==> src/rtl/spi_pkg.sv <==
// Shared types and SPI mode constants for the SPI transmit path.
// Mode 0 only: sclk idles low, data launched on falling edges.
package spi_pkg;

    typedef enum logic [2:0] {
        IDLE  = 3'd0,
        LOAD  = 3'd1,
        LEAD  = 3'd2,
        SHIFT = 3'd3,
        TRAIL = 3'd4
    } spi_tx_state_t;

    localparam logic CPOL = 1'b0;
    localparam logic CPHA = 1'b0;

endpackage

==> src/rtl/spi_sclk_gen.sv <==
// Half-period counter and registered SPI clock.
// tc marks the last cycle of a half period; rise/fall predict sclk edges.
module spi_sclk_gen
    import spi_pkg::*;
#(
    parameter int HALF_DIV = 2
) (
    input  logic clk,
    input  logic rst,
    input  logic count,
    input  logic run,
    output logic tc,
    output logic rise,
    output logic fall,
    output logic sclk
);

    localparam int CW = (HALF_DIV > 1) ? $clog2(HALF_DIV) : 1;
    localparam logic [CW-1:0] TC_VAL = CW'(HALF_DIV - 1);

    logic [CW-1:0] cnt;

    assign tc   = count && (cnt == TC_VAL);
    assign rise = run && tc && (sclk == CPOL);
    assign fall = run && tc && (sclk != CPOL);

    // half-period counter, held clear whenever timing is not needed
    always_ff @(posedge clk or negedge rst) begin
        if (!rst)
            cnt <= '0;
        else if (!count || tc)
            cnt <= '0;
        else
            cnt <= cnt + CW'(1);
    end

    // sclk toggles at each terminal count while shifting, else idles
    always_ff @(posedge clk or negedge rst) begin
        if (!rst)
            sclk <= CPOL;
        else if (!run)
            sclk <= CPOL;
        else if (tc)
            sclk <= ~sclk;
    end

endmodule

==> src/rtl/spi_tx_ctrl.sv <==
// SPI mode-0 transmit controller: host handshake, frame FSM,
// shifter load/shift strobes, sclk and chip select generation.
module spi_tx_ctrl
    import spi_pkg::*;
#(
    parameter int WIDTH    = 8,
    parameter int HALF_DIV = 2
) (
    input  logic             clk,
    input  logic             rst,
    input  logic             tx_valid,
    input  logic [WIDTH-1:0] tx_data,
    output logic             tx_ready,
    output logic [WIDTH-1:0] ser_data,
    output logic             ser_load,
    output logic             ser_enable,
    output logic             sclk,
    output logic             cs_n,
    output logic             busy,
    output logic             done
);

    localparam int BW = $clog2(WIDTH);
    localparam logic [BW-1:0] LAST_BIT = BW'(WIDTH - 1);

    spi_tx_state_t state;
    logic [BW-1:0] bit_cnt;
    logic          tc;
    logic          sclk_rise;
    logic          sclk_fall;
    logic          count;
    logic          run;
    logic          accept;

    assign tx_ready = (state == IDLE);
    assign busy     = (state != IDLE);
    assign ser_load = (state == LOAD);
    assign accept   = tx_valid && tx_ready;
    assign run      = (state == SHIFT);
    assign count    = (state == LEAD) || (state == SHIFT)
                   || (state == TRAIL);

    spi_sclk_gen #(
        .HALF_DIV (HALF_DIV)
    ) u_sclk (
        .clk   (clk),
        .rst   (rst),
        .count (count),
        .run   (run),
        .tc    (tc),
        .rise  (sclk_rise),
        .fall  (sclk_fall),
        .sclk  (sclk)
    );

    // frame sequencer: accept, load, lead-in, shift, chip-select hold
    always_ff @(posedge clk or negedge rst) begin
        if (!rst) begin
            state      <= IDLE;
            bit_cnt    <= '0;
            ser_data   <= '0;
            ser_enable <= 1'b0;
            cs_n       <= 1'b1;
            done       <= 1'b0;
        end else begin
            ser_enable <= 1'b0;
            done       <= 1'b0;
            unique case (state)
                IDLE: begin
                    if (accept) begin
                        ser_data <= tx_data;
                        cs_n     <= 1'b0;
                        state    <= LOAD;
                    end
                end
                LOAD: state <= LEAD;
                LEAD: begin
                    if (tc)
                        state <= SHIFT;
                end
                SHIFT: begin
                    if (sclk_fall) begin
                        if (bit_cnt == LAST_BIT) begin
                            state <= TRAIL;
                        end else begin
                            bit_cnt    <= bit_cnt + BW'(1);
                            ser_enable <= 1'b1;
                        end
                    end
                end
                TRAIL: begin
                    if (tc) begin
                        state   <= IDLE;
                        bit_cnt <= '0;
                        cs_n    <= 1'b1;
                        done    <= 1'b1;
                    end
                end
                default: state <= IDLE;
            endcase
        end
    end

    // rising sclk edges may only be scheduled inside the shift phase
    a_rise_in_shift: assert property (
        @(posedge clk) disable iff (!rst) sclk_rise |-> (state == SHIFT)
    );

endmodule

==> config.mk <==
export PLATFORM = sky130hd
export DESIGN_NAME = spi_tx_ctrl
export DESIGN_NICKNAME = d
export VERILOG_FILES = /design/src/rtl/spi_pkg.sv /design/src/rtl/spi_sclk_gen.sv /design/src/rtl/spi_tx_ctrl.sv
export SDC_FILE = /design/constraint.sdc
export NUM_CORES = 1
export LEC_CHECK = 0
export BUFFER_PORTS_ARGS = -buffer_cell sky130_fd_sc_hd__buf_4
export CORE_MARGIN = 5
export CORE_UTILIZATION = 30
export CTS_CLUSTER_DIAMETER = 200
export CTS_CLUSTER_SIZE = 20
export DETAILED_ROUTE_END_ITERATION = 8
export PLACE_DENSITY_LB_ADDON = 0.25
export SYNTH_ARGS = -nofsm -noshare
export SYNTH_HDL_FRONTEND = slang
export SYNTH_SLANG_ARGS = --single-unit
==> constraint.sdc <==
create_clock -name clk -period 1.3 [get_ports clk]
set_input_delay 0.065 -clock clk [delete_from_list [all_inputs] [get_ports clk]]
set_output_delay 0.065 -clock clk [all_outputs]
set_load 0.02 [all_outputs]
==> results of run 1 <==
-- layer usage --
| metal | vias up | wire [um] |
|---|---|---|
| li1 | 309 | - |
| met1 | 278 | 836 |
| met2 | 19 | 793 |
| met3 | 0 | 154 |
| met4 | 0 | 0 |
| met5 | - | 0 |
-- critical path, stage by stage (launching register included) --
cell and delay (ps):
dfrtp_2 440, nor3_4 210, and2_4 280, mux2_4 320
-- logic make-up after synthesis --
family                     count (synthesis)
and+or+nand+nor                           20
adders and majority gates                  2
AOI/OAI and AO/OA                          5
xor gates and xnor gates                   1
buffers and inverters                      7
DFF                                       19
muxes                                     11
-- power groups by stage --
stage	Sequential (mW)	Clock (mW)	Combinational [mW]
floorplan	0.869	0	0.200
global placement	0.784	0	0.492
detailed placement	0.787	0	0.503
CTS	0.779	0.306	0.536
global route	0.793	0.326	0.591
finish	0.777	0.289	0.533
-- flip-flops by register name, indices dropped and copies added, names as in the netlist --
name / cells
u_sclk.cnt: 1
ser_data: 8
bit_cnt: 3
state: 3
ser_enable: 1
cs_n: 1
u_sclk.sclk: 1
done: 1
-- synthesized netlist by cell type --
| cell | count |
|---|---|
| nor3_2 | 1 |
| nand3b_1 | 1 |
| nand3_1 | 1 |
| buf_6 | 1 |
| nor2_1 | 3 |
| a21oi_1 | 1 |
| nand2_1 | 7 |
| o22ai_1 | 1 |
| inv_1 | 5 |
| dfstp_2 | 1 |
| nor3_4 | 1 |
| nand4bb_1 | 1 |
| nor3b_1 | 1 |
| and2_4 | 1 |
| mux2_4 | 8 |
| xnor2_1 | 1 |
| a221oi_1 | 1 |
| mux2i_1 | 3 |
| ha_1 | 2 |
| o21ai_0 | 2 |
| nor3_1 | 1 |
| buf_12 | 1 |
| dfrtp_1 | 18 |
| nand2b_1 | 2 |
-- cells in the final DEF, fill, tap and decap left out, types with 2 or more instances in the layout --
| cell type | n |
|---|---|
| dlygate4sd3_1 | 6 |
| nor2_1 | 3 |
| clkbuf_4 | 3 |
| o21ai_0 | 2 |
| dfrtp_1 | 17 |
| inv_1 | 4 |
| mux2_4 | 8 |
| buf_6 | 4 |
| buf_4 | 31 |
| nand2b_1 | 2 |
| nand2_1 | 7 |
| nor3_4 | 2 |
| mux2i_1 | 3 |
-- repair_timing --
item / CTS / global route
endpoints found under the hold margin: 23 / 1
hold buffers: 5 / 1
resized for setup: 4 / 6
setup endpoints to repair: 14 / 15
pin swaps: 2 / 1
setup buffers: 1 / 2
-- metrics by stage --
stage                     cells  cell area (um^2)
final                       139              1270
after floorplan              65               870
after global placement      126              1120
after global routing        139              1270
after CTS                   136              1220
after detailed placement    126              1120
-- area by class of cell --
class / count / area, um^2
clock buffer: 4 / 26.3
fill: 251 / 1490
inverter: 5 / 18.8
multi-input combinational: 39 / 368
sequential: 19 / 478
tap: 31 / 38.8
timing repair buffer: 41 / 338
-- final timing paths --
kind,startpoint,end,slack [ps],cells past startpoint
setup / recovery,state[0]$_DFFE_PN0P_,ser_data[0]$_DFFE_PN0P_,-50,3
hold / removal,tx_data[3],ser_data[3]$_DFFE_PN0P_,10,2
setup reg to reg,state[0]$_DFFE_PN0P_,ser_data[0]$_DFFE_PN0P_,-50,3
hold reg to reg,cs_n$_DFFE_PN1P_,cs_n$_DFFE_PN1P_,500,2
max in group asynchronous,rst,cs_n$_DFFE_PN1P_,860,2
min in group asynchronous,rst,bit_cnt[0]$_DFFE_PN0P_,180,2
==> flow_metrics.py, run 1 <==
metrics = {
    "grt": {
        "track_usage_pct": 9.43,
        "gr-total-overflow": 0,
        "gr-max-usage-layer": "met2",
        "grt_first_pass_wirelength_um": 3110,
        "grt_pass1_vias": 665,
        "grtUsageMet1_pct": 11.9,
        "antenna_found_initial": 0,
        "grtUsageMet2_pct": 14.7,
        "grt_use_met3_pct": 4.09,
        "grt_max_degree": 20,
    },
    "finish": {
        "post-route-util_pct": 46.0,
        "drive_gt1_share_pct": 51.9,
        "syn2layout_area_growth_pct": 47.0,
        "nets": 122,
        "antenna_cells": 0,
    },
    "synthesis": {
        "synthAdderAreaFrac_pct": 2.90,
        "synth_top_area_cell": "dfrtp_1",
        "muxShareOfSynthArea_pct": 17.4,
        "synthCells": 65,
        "yosys.area.top_type_share_pct": 52.2,
        "ys_seq_area_share_pct": 55.3,
        "synth_cell_types": 24,
        "synthSimpleGateAreaFrac_pct": 14.1,
        "syn_nets": 78,
        "synth_compound_area_share_pct": 3.48,
        "yosysWarningCount": 0,
        "netlist_area_um2": 862,
        "synth_top_family_by_area": "multiplexers",
        "ys_seq_elements": 19,
        "syn_avg_cell_area_um2": 13.3,
        "synth_area_leaders": "dfrtp_1, mux2_4, mux2i_1",
        "synth-xor-area-share_pct": 1.02,
    },
    "detailed_routing": {
        "first_pass_iters": 2,
        "drcViolationCount": 0,
        "vias": 606,
        "vias_per_cell": 4.36,
        "ant_nets": 0,
        "routed_wl_um": 1780,
        "drtIter0Drc": 21,
        "post_drt_wl_per_cell_um": 12.8,
    },
    "place": {
        "place.gp.congestion": 0.700,
        "pre_cts_ws_ps": -58.9,
        "portBuffers": 25,
        "hpwlAfterDp_um": 1280,
    },
    "timing": {
        "max_freq_mhz": 739,
        "worst_pin_slew_ps": 263,
        "min_period_ps": 1350,
        "finalHoldViolations": 0,
        "max-slew-margin-rel_pct": 82.4,
        "setup_ws_ps": -52.5,
        "skew_ps": 4.21,
        "fin_crit_sh_pct": 104,
        "finalSetupViolCount": 11,
        "hold_ws_ps": 13.3,
        "grt_setup_unrepaired": "true",
        "drv_slew": 0,
        "final.setup.tns_ps": -425,
    },
    "pwr": {
        "seq_power_share_pct": 48.6,
        "pwr-share-clk_pct": 18.1,
        "p_switching_mw": 0.489,
        "swShare_pct": 30.6,
        "p_total_mw": 1.60,
        "p_int_mw": 1.11,
        "p_leak_nw": 0.619,
        "p_per_area_mw_per_mm2": 1260,
        "peakVddDrop_mv": 0.714,
        "combinationalPowerShare_pct": 33.3,
    },
    "clock_tree": {
        "clock_sinks": 19,
        "tritoncts": "yes",
        "cts_made_buffers": 3,
        "clk_pin_slew_worst_paths_ps": 100,
        "clock_latency_ps": 280,
        "cts_root_buf": "clkbuf_4",
        "cts_buffer_depth": 2,
        "h-tree-depth": 1,
    },
    "worst_setup_path": {
        "path_max_fanout": 9,
        "cp-start-kind": "flop",
        "crit_path_end_kind": "flop",
        "cp.required_ps": 1480,
        "criticalPathCategory": "reg2reg",
        "arrival_ps": 1530,
    },
    "floorplan": {
        "start_util_pct": 31.3,
        "ios": 26,
        "die_h_um": 63.6,
        "rows": 19,
        "core_area_mm2": 0.00276,
        "fp.dieW_um": 63.6,
        "die_area_mm2": 0.00405,
    },
    "min_path": {
        "hold_class": "in2reg",
    },
    "outcome": {
        "outcome": "complete, but fails checks",
        "violations": "setup timing",
    },
    "flow_run": {
        "maxCapViolations": 0,
    },
}
Power figures use the tool's default switching activity.
==> run 2: changes to the inputs <==
--- a/config.mk
+++ b/config.mk
@@ -6,8 +6,9 @@
 export NUM_CORES = 1
 export LEC_CHECK = 0
 export BUFFER_PORTS_ARGS = -buffer_cell sky130_fd_sc_hd__buf_4
+export CORE_ASPECT_RATIO = 1.4
 export CORE_MARGIN = 5
-export CORE_UTILIZATION = 30
+export CORE_UTILIZATION = 44
 export CTS_CLUSTER_DIAMETER = 200
 export CTS_CLUSTER_SIZE = 20
 export DETAILED_ROUTE_END_ITERATION = 8
==> flow_metrics.py, run 2 (synthesis results as in run 1) <==
metrics = {
    "outcome": {
        "outcome": "complete, but fails checks",
        "violations": "setup timing",
    },
    "detailed_routing": {
        "drtIter0Drc": 16,
        "vias_per_cell": 4.97,
        "routed_wl_um": 1890,
        "ant_nets": 0,
        "vias": 666,
        "drcViolationCount": 0,
        "post_drt_wl_per_cell_um": 14.1,
        "first_pass_iters": 4,
    },
    "timing": {
        "drv_slew": 0,
        "skew_ps": 3.31,
        "max-slew-margin-rel_pct": 81.4,
        "setup_ws_ps": -49.6,
        "grt_setup_unrepaired": "true",
        "max_freq_mhz": 741,
        "finalSetupViolCount": 13,
        "finalHoldViolations": 0,
        "worst_pin_slew_ps": 277,
        "fin_crit_sh_pct": 104,
        "min_period_ps": 1350,
    },
    "grt": {
        "grt_max_degree": 20,
        "antenna_found_initial": 0,
        "grt_first_pass_wirelength_um": 3080,
        "track_usage_pct": 14.2,
        "gr-total-overflow": 0,
        "grt_pass1_vias": 722,
    },
    "place": {
        "hpwlAfterDp_um": 1270,
        "place_inst": 118,
        "place.gp.congestion": 0.682,
        "portBuffers": 25,
    },
    "finish": {
        "final_cell_count_no_fill": 134,
        "layout_commonest_cell": "buf_4",
        "antenna_cells": 0,
        "largest_reg_flops": 8,
        "drive_gt1_share_pct": 54.0,
        "reg_top3": "ser_data (8), bit_cnt (3), state (3)",
        "nets": 127,
        "top_register": "ser_data",
        "syn2layout_area_growth_pct": 52.1,
        "most-common-layout-cells": "buf_4, dfrtp_1, dlygate4sd3_1",
        "post-route-util_pct": 68.1,
    },
    "worst_setup_path": {
        "cp_slowest_stage_delay_ps": 460,
        "crit_path_end_kind": "flop",
        "arrival_ps": 1530,
        "path_cells": "nor3_4, and2_4, mux2_4",
        "cp_num_buf_inv": 0,
        "cp-start-kind": "flop",
        "path_max_fanout": 5,
        "criticalPathCategory": "reg2reg",
        "critPathSlowestCell": "dfrtp_2",
        "cp.required_ps": 1480,
        "cpLargestDelayFamily": "simple AND/OR/NAND/NOR gates",
    },
    "floorplan": {
        "fp.dieW_um": 47.4,
        "ios": 26,
        "core_area_mm2": 0.00193,
        "die_area_mm2": 0.00296,
        "start_util_pct": 44.8,
        "rows": 19,
        "die_h_um": 62.4,
    },
    "flow_run": {
        "maxCapViolations": 0,
    },
    "clock_tree": {
        "tritoncts": "yes",
        "h-tree-depth": 1,
        "clk_pin_slew_worst_paths_ps": 110,
        "cts_buffer_depth": 2,
        "clock_latency_ps": 290,
        "cts_made_buffers": 3,
        "clock_sinks": 19,
        "cts_root_buf": "clkbuf_4",
    },
    "min_path": {
        "hold_class": "in2reg",
    },
    "pwr": {
        "p_per_area_mw_per_mm2": 1240,
        "p_leak_nw": 0.643,
        "p_total_mw": 1.62,
        "peakVddDrop_mv": 0.766,
    },
}
## run 2: cell types whose count changed in the layout (fill, tap and decap cells not counted), sizes merged
cell	previous run	this run
dlygate4sd3	6	9
buf	35	36
clkbuf	4	3
and2	1	2
clkinv	0	1
## run 2: path summary, 6_finish.rpt
check,slack (ps),end,depth (start not counted),start
worst max-delay path,-50,ser_data[4]$_DFFE_PN0P_,3,state[1]$_DFFE_PN0P_
worst min register to register,490,cs_n$_DFFE_PN1P_,2,cs_n$_DFFE_PN1P_
worst min-delay path,70,state[0]$_DFFE_PN0P_,3,tx_valid
min in group asynchronous,160,u_sclk.sclk$_DFFE_PN0P_,2,rst
worst max register to register,-50,ser_data[4]$_DFFE_PN0P_,3,state[1]$_DFFE_PN0P_
max in group asynchronous,870,cs_n$_DFFE_PN1P_,2,rst
## run 2: repair_timing
action | CTS | global route
hold buffers | 9 | 0
resized for setup | 8 | 6
setup buffers | 2 | 0
gates cloned | 1 | 0
pin swaps | 3 | 3
endpoints found under the hold margin | 27 | 0
setup endpoints to repair | 14 | 15
## run 2: layout make-up
| class | instances | area (um^2) |
|---|---|---|
| clock inverters | 1 | 5.00 |
| fillers | 145 | 614 |
| repair buffers | 45 | 375 |
| multi-input cells | 40 | 383 |
| flip-flops and latches | 19 | 480 |
| well taps | 21 | 26.3 |
| clock buffers | 3 | 22.5 |
| inverters | 5 | 18.8 |
## run 2: per-layer routing
layer	track usage (%)	part of all wire (%)
met1	15.0	37
met2	25.2	57
met3	2.59	5.8
met4	6.23	0.79
met5	0	0
## run 2: through the flow
step | setup TNS (ps) | setup WS [ps] | instance area (um^2) | hold WS [ps]
CTS | -297 | -62.2 | 1290 | 72.5
global placement | -3.61 | -1.65 | 1120 | -50.3
global route | -956 | -108 | 1310 | 74.3
finish | -394 | -49.6 | 1310 | 70.4
floorplan | -1550 | -193 | 870 | -231
detailed placement | -306 | -44.0 | 1120 | -46.3
## run 2: report_power, final
group	leakage, nW	internal [mW]	switching [mW]
clock network	0.0177	0.114	0.182
logic	0.399	0.302	0.248
registers	0.227	0.701	0.0775
total	0.643	1.12	0.508
## run 2: tightest hold or removal path, cell delays in order
cell and delay [ps]:
buf_4 120, nand2b_1 90, a221oi_2 70
==> run 3: changes to the inputs <==
--- a/config.mk
+++ b/config.mk
@@ -8,11 +8,13 @@
 export BUFFER_PORTS_ARGS = -buffer_cell sky130_fd_sc_hd__buf_4
 export CORE_ASPECT_RATIO = 1.4
 export CORE_MARGIN = 5
-export CORE_UTILIZATION = 44
+export CORE_UTILIZATION = 30
+export CTS_BUF_LIST = sky130_fd_sc_hd__clkbuf_4 sky130_fd_sc_hd__clkbuf_8 sky130_fd_sc_hd__clkbuf_16
 export CTS_CLUSTER_DIAMETER = 200
 export CTS_CLUSTER_SIZE = 20
 export DETAILED_ROUTE_END_ITERATION = 8
 export PLACE_DENSITY_LB_ADDON = 0.25
+export SLEW_MARGIN = 30
 export SYNTH_ARGS = -nofsm -noshare
 export SYNTH_HDL_FRONTEND = slang
 export SYNTH_SLANG_ARGS = --single-unit
==> flow_metrics.py, run 3 (synthesis results as in run 1) <==
metrics = {
    "outcome": {
        "outcome": "complete, but fails checks",
        "violations": "setup timing",
    },
    "timing": {
        "hold_ws_ps": 35.4,
        "fin_crit_sh_pct": 102,
        "worst_pin_slew_ps": 320,
        "drv_slew": 0,
        "finalSetupViolCount": 5,
        "setup_ws_ps": -23.6,
        "finalHoldViolations": 0,
        "max_freq_mhz": 756,
        "grt_setup_unrepaired": "true",
        "skew_ps": 2.47,
        "final.setup.tns_ps": -109,
        "max-slew-margin-rel_pct": 78.4,
        "min_period_ps": 1320,
    },
    "clock_tree": {
        "cts_root_buf": "clkbuf_8",
        "cts_buffer_depth": 2,
        "clock_sinks": 19,
        "cts_made_buffers": 3,
        "clock_latency_ps": 260,
        "h-tree-depth": 1,
        "tritoncts": "yes",
        "clk_pin_slew_worst_paths_ps": 70,
    },
    "pwr": {
        "p_switching_mw": 0.529,
        "peakVddDrop_mv": 0.647,
        "p_per_area_mw_per_mm2": 1340,
        "pwr-share-clk_pct": 24.1,
        "combinationalPowerShare_pct": 30.5,
        "swShare_pct": 30.5,
        "p_leak_nw": 0.630,
        "seq_power_share_pct": 45.4,
        "p_total_mw": 1.73,
        "p_int_mw": 1.20,
    },
    "finish": {
        "antenna_cells": 0,
        "reg_top3": "ser_data (8), bit_cnt (3), state (3)",
        "nets": 122,
        "top_register": "ser_data",
        "fill_cells": 262,
        "drive_gt1_share_pct": 61.1,
        "regArea_um2": 480,
        "most-common-layout-cells": "buf_4, dfrtp_1, mux2_4",
        "layout_commonest_cell": "buf_4",
        "largest_reg_flops": 8,
        "multi_input_area_um2": 384,
        "syn2layout_area_growth_pct": 50.1,
    },
    "worst_setup_path": {
        "arrival_ps": 1470,
        "critPathSlowestCell": "dfrtp_2",
        "path_cells": "nor3_4, and2_4, mux2_4",
        "crit_path_end_kind": "flop",
        "cpLargestDelayFamily": "simple AND/OR/NAND/NOR gates",
        "criticalPathCategory": "reg2reg",
        "cp_num_cells": 3,
        "cp-start-kind": "flop",
        "worst_r2r_path_depth": 3,
        "cp_num_buf_inv": 0,
        "path_max_fanout": 5,
        "cp.required_ps": 1450,
        "cp_slowest_stage_delay_ps": 450,
    },
    "floorplan": {
        "start_util_pct": 30.6,
        "ios": 26,
        "core_area_mm2": 0.00282,
        "fp.dieW_um": 55.3,
        "die_area_mm2": 0.00406,
        "rows": 23,
        "die_h_um": 73.4,
    },
    "place": {
        "place.gp.congestion": 0.757,
        "portBuffers": 25,
        "hpwlAfterDp_um": 1290,
    },
    "detailed_routing": {
        "vias": 645,
        "first_pass_iters": 5,
        "drtIter0Drc": 12,
        "drcViolationCount": 0,
        "vias_per_cell": 4.45,
        "post_drt_wl_per_cell_um": 13.7,
        "ant_nets": 0,
        "routed_wl_um": 1990,
    },
    "flow_run": {
        "maxCapViolations": 0,
    },
    "min_path": {
        "hold_class": "in2reg",
        "worstHoldPathCells": 2,
    },
    "grt": {
        "grt_pass1_vias": 665,
        "grt_max_degree": 20,
        "track_usage_pct": 10.6,
        "antenna_found_initial": 0,
        "grt_first_pass_wirelength_um": 3260,
        "gr-total-overflow": 0,
    },
}
[run 3: cell types whose count changed in the layout (fill, tap and decap cells not counted), sizes merged]
cell / delta
buf: +3
dlygate4sd3: -8
[run 3: final timing paths]
check,slack (ps),end,startpoint
setup / recovery,-20,ser_data[4]$_DFFE_PN0P_,state[2]$_DFFE_PN0P_
hold / removal,40,ser_data[0]$_DFFE_PN0P_,tx_data[0]
setup reg to reg,-20,ser_data[4]$_DFFE_PN0P_,state[2]$_DFFE_PN0P_
hold reg to reg,500,cs_n$_DFFE_PN1P_,cs_n$_DFFE_PN1P_
max in group asynchronous,840,cs_n$_DFFE_PN1P_,rst
min in group asynchronous,210,done$_DFF_PN0_,rst
[run 3: power groups by stage]
stage          Clock [mW]  Combinational [mW]  Sequential [mW]
4_1_cts             0.427               0.528            0.784
3_3_place_gp            0               0.509            0.786
3_5_place_dp            0               0.517            0.791
6_report            0.418               0.530            0.787
2_1_floorplan           0               0.200            0.869
5_1_grt             0.452               0.593            0.802
[run 3: layer usage]
layer  part of all wire, %  global-route usage (%)  vias to the layer above
li1                      -                       -                      305
met1                    36                    11.0                      309
met2                    54                    18.6                       25
met3                   5.7                    2.46                        6
met4                   4.3                    8.11                        0
met5                     0                       0                        -
[run 3: worst reg2reg max path, delay by kind of cell, from the launching register on]
family	cells	cell delay (ps)
AND/OR/NAND/NOR	2	460
flip-flops	1	450
multiplexers	1	310
[run 3: layout make-up]
type / count / share of cell area, %
multi-input cells: 40 / 29.7
well taps: 37 / 3.58
clock buffers: 3 / 3.19
repair buffers: 40 / 24.6
clock inverters: 1 / 0.387
inverters: 5 / 1.45
flip-flops and latches: 19 / 37.1
[run 3: what timing repair did]
action / 4_1_cts / 5_1_grt
gates cloned: 1 / 0
hold buffers: 1 / 0
setup endpoints to repair: 14 / 17
pin swaps: 3 / 7
setup buffers: 1 / 5
endpoints found under the hold margin: 19 / 0
resized for setup: 9 / 6
[run 3: per-stage QoR]
step | std cells | utilization, % | instance area (um^2) | setup WS [ps]
6_report | 145 | 45.9 | 1290 | -23.6
5_1_grt | 145 | 45.9 | 1290 | -104
4_1_cts | 140 | 43.7 | 1230 | -58.4
3_5_place_dp | 133 | 40.2 | 1130 | -52.7
3_3_place_gp | 133 | 40.2 | 1130 | -22.2
2_1_floorplan | 65 | - | 870 | -193
